## src/rtl/lcd_pattern_gen.sv

```systemverilog
// Test-pattern stage for an RGB565 LCD panel. Takes raster position and sync
// from the timing generator and produces pixel colour with a fixed 2-clock
// latency. Pattern and bouncing-box state change only at frame start.
module lcd_pattern_gen #(
  parameter int unsigned H_ACTIVE           = 480,
  parameter int unsigned V_ACTIVE           = 272,
  parameter int unsigned FRAMES_PER_PATTERN = 120,
  parameter bit          VS_ACTIVE_LEVEL    = 1'b0,
  parameter int unsigned BOX_SIZE           = 32
) (
  input  logic       clk_i,
  input  logic       rst_i,
  input  logic [2:0] pat_sel_i,
  input  logic       auto_cycle_i,
  input  logic       in_hs_i,
  input  logic       in_vs_i,
  input  logic       in_de_i,
  input  logic [9:0] in_x_i,
  input  logic [9:0] in_y_i,
  output logic       out_hs_o,
  output logic       out_vs_o,
  output logic       out_de_o,
  output logic [4:0] out_r_o,
  output logic [5:0] out_g_o,
  output logic [4:0] out_b_o,
  output logic [2:0] pat_cur_o
);

  localparam logic [9:0]  XLast     = 10'(H_ACTIVE - 1);
  localparam logic [9:0]  YLast     = 10'(V_ACTIVE - 1);
  localparam int unsigned BarW      = H_ACTIVE / 8;
  localparam logic [9:0]  BoxXLim   = 10'(H_ACTIVE - BOX_SIZE);
  localparam logic [9:0]  BoxYLim   = 10'(V_ACTIVE - BOX_SIZE);
  localparam logic [10:0] BoxSz     = 11'(BOX_SIZE);
  localparam logic [31:0] FrameLast = 32'(FRAMES_PER_PATTERN - 1);

  // Frame-rate state
  logic        vs_hist_q;
  logic        fs;
  logic [2:0]  pat_q, pat_d;
  logic [31:0] cnt_q, cnt_d;
  logic [9:0]  box_x_q, box_x_d, box_y_q, box_y_d;
  logic        dir_x_q, dir_x_d, dir_y_q, dir_y_d;  // 1 = moving +

  // Pipeline state
  logic       s1_hs_q, s1_vs_q, s1_de_q;
  logic [9:0] x_q, y_q;
  logic       hs_q, vs_q, de_q;
  logic [4:0] r_q, b_q, pix_r, pix_b;
  logic [5:0] g_q, pix_g;
  logic [2:0] bar;
  logic       box_hit;

  // Frame start: first cycle of the vertical sync pulse.
  assign fs = (in_vs_i == VS_ACTIVE_LEVEL) && (vs_hist_q != VS_ACTIVE_LEVEL);

  // Next pattern, frame counter and box position; all held except on fs.
  always_comb begin
    pat_d   = pat_q;
    cnt_d   = cnt_q;
    box_x_d = box_x_q;
    box_y_d = box_y_q;
    dir_x_d = dir_x_q;
    dir_y_d = dir_y_q;
    if (fs) begin
      if (!auto_cycle_i) begin
        pat_d = pat_sel_i;
        cnt_d = '0;
      end else if (cnt_q >= FrameLast) begin
        cnt_d = '0;
        pat_d = (pat_q >= 3'd5) ? 3'd0 : pat_q + 3'd1;
      end else begin
        cnt_d = cnt_q + 32'd1;
      end

      if (dir_x_q) begin
        if (11'(box_x_q) + 11'd2 >= 11'(BoxXLim)) begin
          box_x_d = BoxXLim;
          dir_x_d = 1'b0;
        end else begin
          box_x_d = box_x_q + 10'd2;
        end
      end else if (box_x_q < 10'd2) begin
        box_x_d = '0;
        dir_x_d = 1'b1;
      end else begin
        box_x_d = box_x_q - 10'd2;
      end

      if (dir_y_q) begin
        if (11'(box_y_q) + 11'd1 >= 11'(BoxYLim)) begin
          box_y_d = BoxYLim;
          dir_y_d = 1'b0;
        end else begin
          box_y_d = box_y_q + 10'd1;
        end
      end else if (box_y_q < 10'd1) begin
        box_y_d = '0;
        dir_y_d = 1'b1;
      end else begin
        box_y_d = box_y_q - 10'd1;
      end
    end
  end

  // Frame-rate state registers.
  always_ff @(posedge clk_i) begin
    if (rst_i) begin
      vs_hist_q <= ~VS_ACTIVE_LEVEL;
      pat_q     <= '0;
      cnt_q     <= '0;
      box_x_q   <= '0;
      box_y_q   <= '0;
      dir_x_q   <= 1'b1;
      dir_y_q   <= 1'b1;
    end else begin
      vs_hist_q <= in_vs_i;
      pat_q     <= pat_d;
      cnt_q     <= cnt_d;
      box_x_q   <= box_x_d;
      box_y_q   <= box_y_d;
      dir_x_q   <= dir_x_d;
      dir_y_q   <= dir_y_d;
    end
  end

  // Pixel colour from the stage-1 position and current pattern.
  always_comb begin
    bar = 3'd0;
    for (int unsigned k = 1; k < 8; k++) begin
      if (32'(x_q) >= k * BarW) bar = bar + 3'd1;
    end
    box_hit = (11'(x_q) >= 11'(box_x_q)) && (11'(x_q) < 11'(box_x_q) + BoxSz) &&
              (11'(y_q) >= 11'(box_y_q)) && (11'(y_q) < 11'(box_y_q) + BoxSz);
    pix_r = '0;
    pix_g = '0;
    pix_b = '0;
    case (pat_q)
      3'd0: begin
        // Bar order white..black maps to inverted index bits per channel.
        pix_r = {5{~bar[1]}};
        pix_g = {6{~bar[2]}};
        pix_b = {5{~bar[0]}};
      end
      3'd1: begin
        if (x_q[4:0] == 5'd0 || y_q[4:0] == 5'd0 || x_q == XLast || y_q == YLast) begin
          pix_r = '1;
          pix_g = '1;
          pix_b = '1;
        end
      end
      3'd2: begin
        pix_r = x_q[8:4];
        pix_g = x_q[8:3];
        pix_b = x_q[8:4];
      end
      3'd3: begin
        if (x_q[5] ^ y_q[5]) begin
          pix_r = '1;
          pix_g = '1;
          pix_b = '1;
        end
      end
      3'd4: begin
        if (box_hit) pix_r = '1;
        else         pix_b = 5'd8;
      end
      3'd5: begin
        pix_r = '1;
        pix_g = '1;
        pix_b = '1;
      end
      default: ;
    endcase
  end

  // Two-stage pipeline; position is held while DE is low.
  always_ff @(posedge clk_i) begin
    if (rst_i) begin
      s1_hs_q <= 1'b0;
      s1_vs_q <= 1'b0;
      s1_de_q <= 1'b0;
      x_q     <= '0;
      y_q     <= '0;
      hs_q    <= 1'b0;
      vs_q    <= 1'b0;
      de_q    <= 1'b0;
      r_q     <= '0;
      g_q     <= '0;
      b_q     <= '0;
    end else begin
      s1_hs_q <= in_hs_i;
      s1_vs_q <= in_vs_i;
      s1_de_q <= in_de_i;
      if (in_de_i) begin
        x_q <= in_x_i;
        y_q <= in_y_i;
      end
      hs_q <= s1_hs_q;
      vs_q <= s1_vs_q;
      de_q <= s1_de_q;
      r_q  <= s1_de_q ? pix_r : 5'd0;
      g_q  <= s1_de_q ? pix_g : 6'd0;
      b_q  <= s1_de_q ? pix_b : 5'd0;
    end
  end

  assign out_hs_o  = hs_q;
  assign out_vs_o  = vs_q;
  assign out_de_o  = de_q;
  assign out_r_o   = r_q;
  assign out_g_o   = g_q;
  assign out_b_o   = b_q;
  assign pat_cur_o = pat_q;

endmodule

```

## config.mk

```make
export PLATFORM = sky130hd
export DESIGN_NAME = lcd_pattern_gen
export DESIGN_NICKNAME = d
export VERILOG_FILES = /design/src/rtl/lcd_pattern_gen.sv
export SDC_FILE = /design/constraint.sdc
export NUM_CORES = 1
export LEC_CHECK = 0
export CAP_MARGIN = 20
export CORE_ASPECT_RATIO = 0.8
export CORE_MARGIN = 1
export CORE_UTILIZATION = 55
export CTS_BUF_LIST = sky130_fd_sc_hd__clkbuf_2 sky130_fd_sc_hd__clkbuf_4 sky130_fd_sc_hd__clkbuf_8
export CTS_CLUSTER_SIZE = 8
export DETAILED_ROUTE_END_ITERATION = 8
export PLACE_DENSITY = 0.79
export SLEW_MARGIN = 20
export SYNTH_ARGS = -nofsm -noshare
export SYNTH_HDL_FRONTEND = slang
export SYNTH_SLANG_ARGS = --single-unit
```

## constraint.sdc

```tcl
create_clock -name clk_i -period 3.5 [get_ports clk_i]
set_input_delay 1.05 -clock clk_i [delete_from_list [all_inputs] [get_ports clk_i]]
set_output_delay 1.05 -clock clk_i [all_outputs]
set_load 0.03 [all_outputs]
```

; Word-level counts from Yosys, hierarchy flattened
; Cells that the tools add are included.
[totals]
in_bits = 29
register_bits = 100
output_inout_bits = 22
[classes]
n_eq_ne = 8
bitwise_logic = 6
reduce_logical = 12
magnitude_cmp = 17
add_sub_neg = 16
mux = 33
[op_table]
columns = operator, n
row1 = $mux W32, 2
row2 = $mux W10, 6
row3 = $pmux W5 S6, 2
row4 = $add A32 B1 Y32 const B, 1
row5 = $ge A32 B7 Y1 const B, 1
row6 = $ge A10 B9 Y1 const B, 3
row7 = $pmux W6 S5, 1
row8 = $mux W3, 9
row9 = $add A10 B6 Y11 const B, 2
row10 = $lt A10 B11 Y1, 2
row11 = $add A3 B1 Y3 const B, 7
row12 = $eq A10 B9 Y1 const B, 2
row13 = $ge A10 B10 Y1, 2
row14 = $ge A10 B8 Y1 const B, 2
row15 = $mux W5, 3
row16 = $mux W6, 2
row17 = $add A10 B1 Y11 const B, 1
row18 = $add A10 B2 Y11 const B, 1
row19 = $ge A11 B8 Y1 const B, 1
row20 = $ge A11 B9 Y1 const B, 1
row21 = $add A10 B1 Y10 const B, 1
row22 = $add A10 B2 Y10 const B, 1
row23 = $ge A10 B6 Y1 const B, 1
row24 = $ge A10 B7 Y1 const B, 1
row25 = 19 further kinds, 37

; Depth between registers and ports, before layout
[depth]
ltp_word = 16
depth_mapped = 18
ltp_nobuf = 17

; Worst setup path before layout
; Ideal clock, no wire load.
[synth_timing]
path_kind = register to register
start = reg x_q[5]
end = reg r_q[3] (netlist: out_r_o[3])
t_arrival_ps = 3653
setup_ps = 76
period_less_slack_ps = 3729
path_stages_with_launch = 18
path_buffers = 2
slack_ps = -229
required_time_ps = 3424
cell_sequence = dfxtp_1 > buf_1 > nand4_1 > and3_1 > ha_1 > buf_1 > xnor2_1 > ha_1 > mux2i_1 > a221oi_1 > o21ai_0 > nand2_1 > ha_1 > a211o_1 > o311ai_1 > a211o_1 > nand3_1 > a31oi_1
[synth_via]
elab_chain_len = 16
[synth_rtl]
columns = item, line_no
row1 = from (decl), 47  ; logic [9:0] x_q, y_q;
row2 = from (signal assigned), 196  ; x_q <= in_x_i;
row3 = $ge A10 B6 Y1, 131  ; if (32'(x_q) >= k * BarW) bar = bar + 3'd1;
row4 = $mux W1, 131
row5 = $add A3 B1 Y3, 131
row6 = $mux W3, 131
row7 = $add A3 B1 Y3, 131
row8 = $mux W3, 131
row9 = $add A3 B1 Y3, 131
row10 = $mux W3, 131
row11 = $add A3 B1 Y3, 131
row12 = $mux W3, 131
row13 = $add A3 B1 Y3, 131
row14 = $mux W3, 131
row15 = $add A3 B1 Y3, 131
row16 = $mux W3, 131
row17 = $not A1 Y1, 141  ; pix_r = {5{~bar[1]}};
row18 = $pmux W5 S6 (*), 138  ; case (pat_q)
row19 = to (signal assigned), 202  ; r_q <= s1_de_q ? pix_r : 5'd0;
row20 = to (decl), 49  ; logic [4:0] r_q, b_q, pix_r, pix_b;
; Mark *: on every way between the ends. The rest lies on a longest branch, timed or not.
; A chain may end at the register's enable or synchronous reset.

; Worst setup path in the final report
[layout_timing]
start = reg x_q[9]
end = reg r_q[0] (netlist: out_r_o[0])
; The elaborated chain is that of the path after synthesis.

==> impl_results.md <==
- FF-to-FF Start: x_q[9]$_SDFFE_PP0P_
- Switching power: 1.05 mW
- Final Cycle Share: 0.953
- Register area share after synthesis: 0.313
- Leakage: 2.90 nW
- # H-tree levels: 3
- First-pass GRT wire length: 25800 µm
- Fmax: 300 MHz
- WP data arrival: 3.63 ns
- Pwr Density: 415 nW/µm²
- Crit-path cells: buf_4, or2_2, nor3_2, a21oi_1, ha_1, mux2i_2, a221oi_2, o21ai_1, nand2_1, ha_1, a211o_1, o311ai_1, a211o_1, nand3_2, a31oi_1
- Post-synth EDFFs: 0
- Hpwl dp: 11700 µm
- Longest Clk Path Bufs: 2
- Top-level I/O count: 51
- Clock skew: 0.0151 ns
- Synth warn: 0
- Max incr delay on CP: 0.38 ns
- Worst hold margin: 0.443 ns
- Total negative slack: 0 ns
- Total GRT Usage: 0.268
- Logic pwr share: 0.320
- Avg Inst Size Synth: 8.28 µm²
- WL final: 15800 µm
- Cts hold-fix bufs: 0
- Crit path time final: 3.33 ns
- Synth top cells by count: dfxtp_1, nor2_1, ha_1
- Finished Layout Cells: 951
- Final Max Slew Viols: 0
- Die span in x: 122 µm
- Synth area leader: dfxtp_1
- 1st-pass router iterations: 5
- Crit Path Class: register to register
- Count of cell types in the netlist: 77
- Slew headroom: 0.592
- Mapped Nets: 844
- Reg clk slew, reported paths: 0.10 ns
- FF-to-FF End: out_r_o[0]$_SDFF_PP0_
- Reg2Reg Depth: 15
- Final hold vios: 0
- Hold path start: s1_hs_q$_SDFF_PP0_
- WP buf/inv: 1
- DIE AREA: 11900 µm²
- CP endpoint kind: register
- VDD IR-drop max: 0.201 mV
- Placed Instances: 934
- Crit path max-delay family: compound AO/OA/AOI/OAI gates
- Post-place setup slack: 0.00671 ns
- Outcome: completed
- Worst-Margin Slew: 0.597 ns
- DRC errors left: 0
- Hold EP: out_hs_o$_SDFF_PP0_
- Critical path startpoint category: register
- Synth top area share: 0.313
- TritonCTS clock tree: built
- IO Port Bufs: 50
- Via Count: 5797
- Layout Utilization: 0.658
- Area delta synth->final: 14.6%
- Root buffer cell: clkbuf_8
- Placer Congestion: 0.921
- Worst endpoint required time: 3.79 ns
- Worst R2R Setup Slack: 0.17 ns
- Layout cells sized above 1: 0.0991
- Seq pwr share: 0.427
- Rows: 34
- Fillers: 914
- Worst Hold Class: register to register
- Min-Delay Path Depth: 1
- Total gr overflow: 0
- Final setup fails: 0
- Cells after synthesis: 764
- Clk_lat worst skew: 0.38 ns
- Most common flop cell mapped by yosys: dfxtp_1
- Worst-path maximum fanout: 10
- Clock network power share: 0.254
- Routed Antenna Nets: 0
- Setup slack after layout: 0.166 ns
- Wire per inst: 16.6 µm
- Largest net degree at the start of global routing: 32
- Initial Util: 0.574
- Cell Int Power: 1.96 mW
- CTS Buf Count: 9
- Max cap viols: 0
- Sw Share: 0.349
- Vias in the first global route: 5274
- Via density per instance: 6.10
- Clock tree sinks: 99
- Synth top area cells: dfxtp_1, ha_1, nor2_1
- Core area: 11000 µm²
- Initial antenna violation count: 0
- Post-synthesis cell area: 6320 µm²
- 1st-iter DRT viols: 567
- Most common cell in the netlist: dfxtp_1
- N_diodes: 0
- Post-synthesis register bit count: 99
- Slowest cell on the critical path: or2_2
- Chip height: 97.9 µm
- Final #Nets: 882
- Ys async rst share: 0
==> registers in the layout, indices dropped and copies added, names as in the netlist <==
signal	cells
box_x_q	9
box_y_q	10
cnt_q	32
dir_x_q	1
dir_y_q	1
out_b_o	5
out_de_o	1
out_g_o	6
out_hs_o	1
out_r_o	5
out_vs_o	1
pat_cur_o	3
s1_de_q	1
s1_hs_q	1
s1_vs_q	1
vs_hist_q	1
x_q	10
y_q	10
==> metal layers <==
| metal | GRT usage | wire (µm) |
|---|---|---|
| met3 | 0.0543 | 1090 |
| met4 | 0.0560 | 218 |
| met5 | 0 | 0 |
| met2 | 0.404 | 6890 |
| met1 | 0.391 | 7590 |
==> worst reg2reg max path, delay by kind of cell, from the launching register on <==
| family | cells | cell delay (ns) |
|---|---|---|
| and+or+nand+nor | 4 | 0.80 |
| muxes | 1 | 0.24 |
| AOI/OAI and AO/OA | 7 | 1.07 |
| buffers and inverters | 1 | 0.18 |
| adders and majority gates | 2 | 0.63 |
| DFF | 1 | 0.35 |
==> logic make-up after synthesis <==
kind of cell,count (synthesis),share of synthesized area
compound gates,184,0.203
xor+xnor,46,0.0659
fa+ha+maj,51,0.101
buf+inv,88,0.0609
flops,99,0.313
mux,22,0.0348
simple gates,274,0.221
==> per-stage QoR <==
step | cell area (µm²) | power (mW)
floorplan | 6340 | 1.97
global placement | 6950 | 2.18
detailed placement | 6950 | 2.21
CTS | 7150 | 2.99
global route | 7250 | 3.20
finish | 7250 | 3.01
==> worst max-delay path by stage <==
| stage | from | endpoint | slack, ns | cells past startpoint |
|---|---|---|---|---|
| 6_report | x_q[9]$_SDFFE_PP0P_ | out_r_o[0]$_SDFF_PP0_ | 0.17 | 15 |
| 5_1_grt | x_q[9]$_SDFFE_PP0P_ | out_r_o[0]$_SDFF_PP0_ | -0.01 | 17 |
| 4_1_cts | x_q[9]$_SDFFE_PP0P_ | out_g_o[1]$_SDFF_PP0_ | 0.03 | 17 |
| 3_5_place_dp | x_q[9]$_SDFFE_PP0P_ | out_g_o[4]$_SDFF_PP0_ | 0.007 | 16 |
| 3_3_place_gp | x_q[9]$_SDFFE_PP0P_ | out_r_o[3]$_SDFF_PP0_ | 0.10 | 17 |
| 2_1_floorplan | x_q[5]$_SDFFE_PP0P_ | out_g_o[0]$_SDFF_PP0_ | 0.05 | 16 |
==> power groups by stage <==
| stage | sequential (mW) | combinational [mW] | clock, mW |
|---|---|---|---|
| final | 1.28 | 0.961 | 0.763 |
| after global routing | 1.29 | 1.06 | 0.847 |
| after CTS | 1.28 | 0.918 | 0.792 |
| after detailed placement | 1.30 | 0.908 | 0 |
| after global placement | 1.30 | 0.881 | 0 |
| after floorplan | 1.28 | 0.686 | 0 |
==> layout by cell type, fill, tap and decap left out, drive strengths merged, types with 16 or more instances in the layout <==
| cell | instances |
|---|---|
| dfxtp | 99 |
| nor2 | 83 |
| ha | 51 |
| clkdlybuf4s50 | 50 |
| inv | 46 |
| a21oi | 45 |
| nand2 | 43 |
| nand3 | 38 |
| o21ai | 35 |
| xnor2 | 31 |
| buf | 22 |
| mux2i | 22 |
| nor3 | 16 |
| nor4 | 16 |
==> what timing repair did <==
action / in CTS / in global routing
resized for setup: 4 / 26
pin swaps: 2 / 12
endpoints found under the setup margin: 2 / 11
buffers inserted: 0 / 1
==> cell type report <==
cell class / instances / area, µm² / share of cell area
Multi-Input combinational cell: 577 / 4060 / 0.559
Sequential cell: 99 / 1990 / 0.274
Timing Repair Buffer: 72 / 666 / 0.0918
Tap cell: 144 / 180 / 0.0248
Inverter: 43 / 161 / 0.0223
Clock buffer: 10 / 131 / 0.0181
Clock inverter: 6 / 68.8 / 0.00949
(Power assumes the default switching activity.)
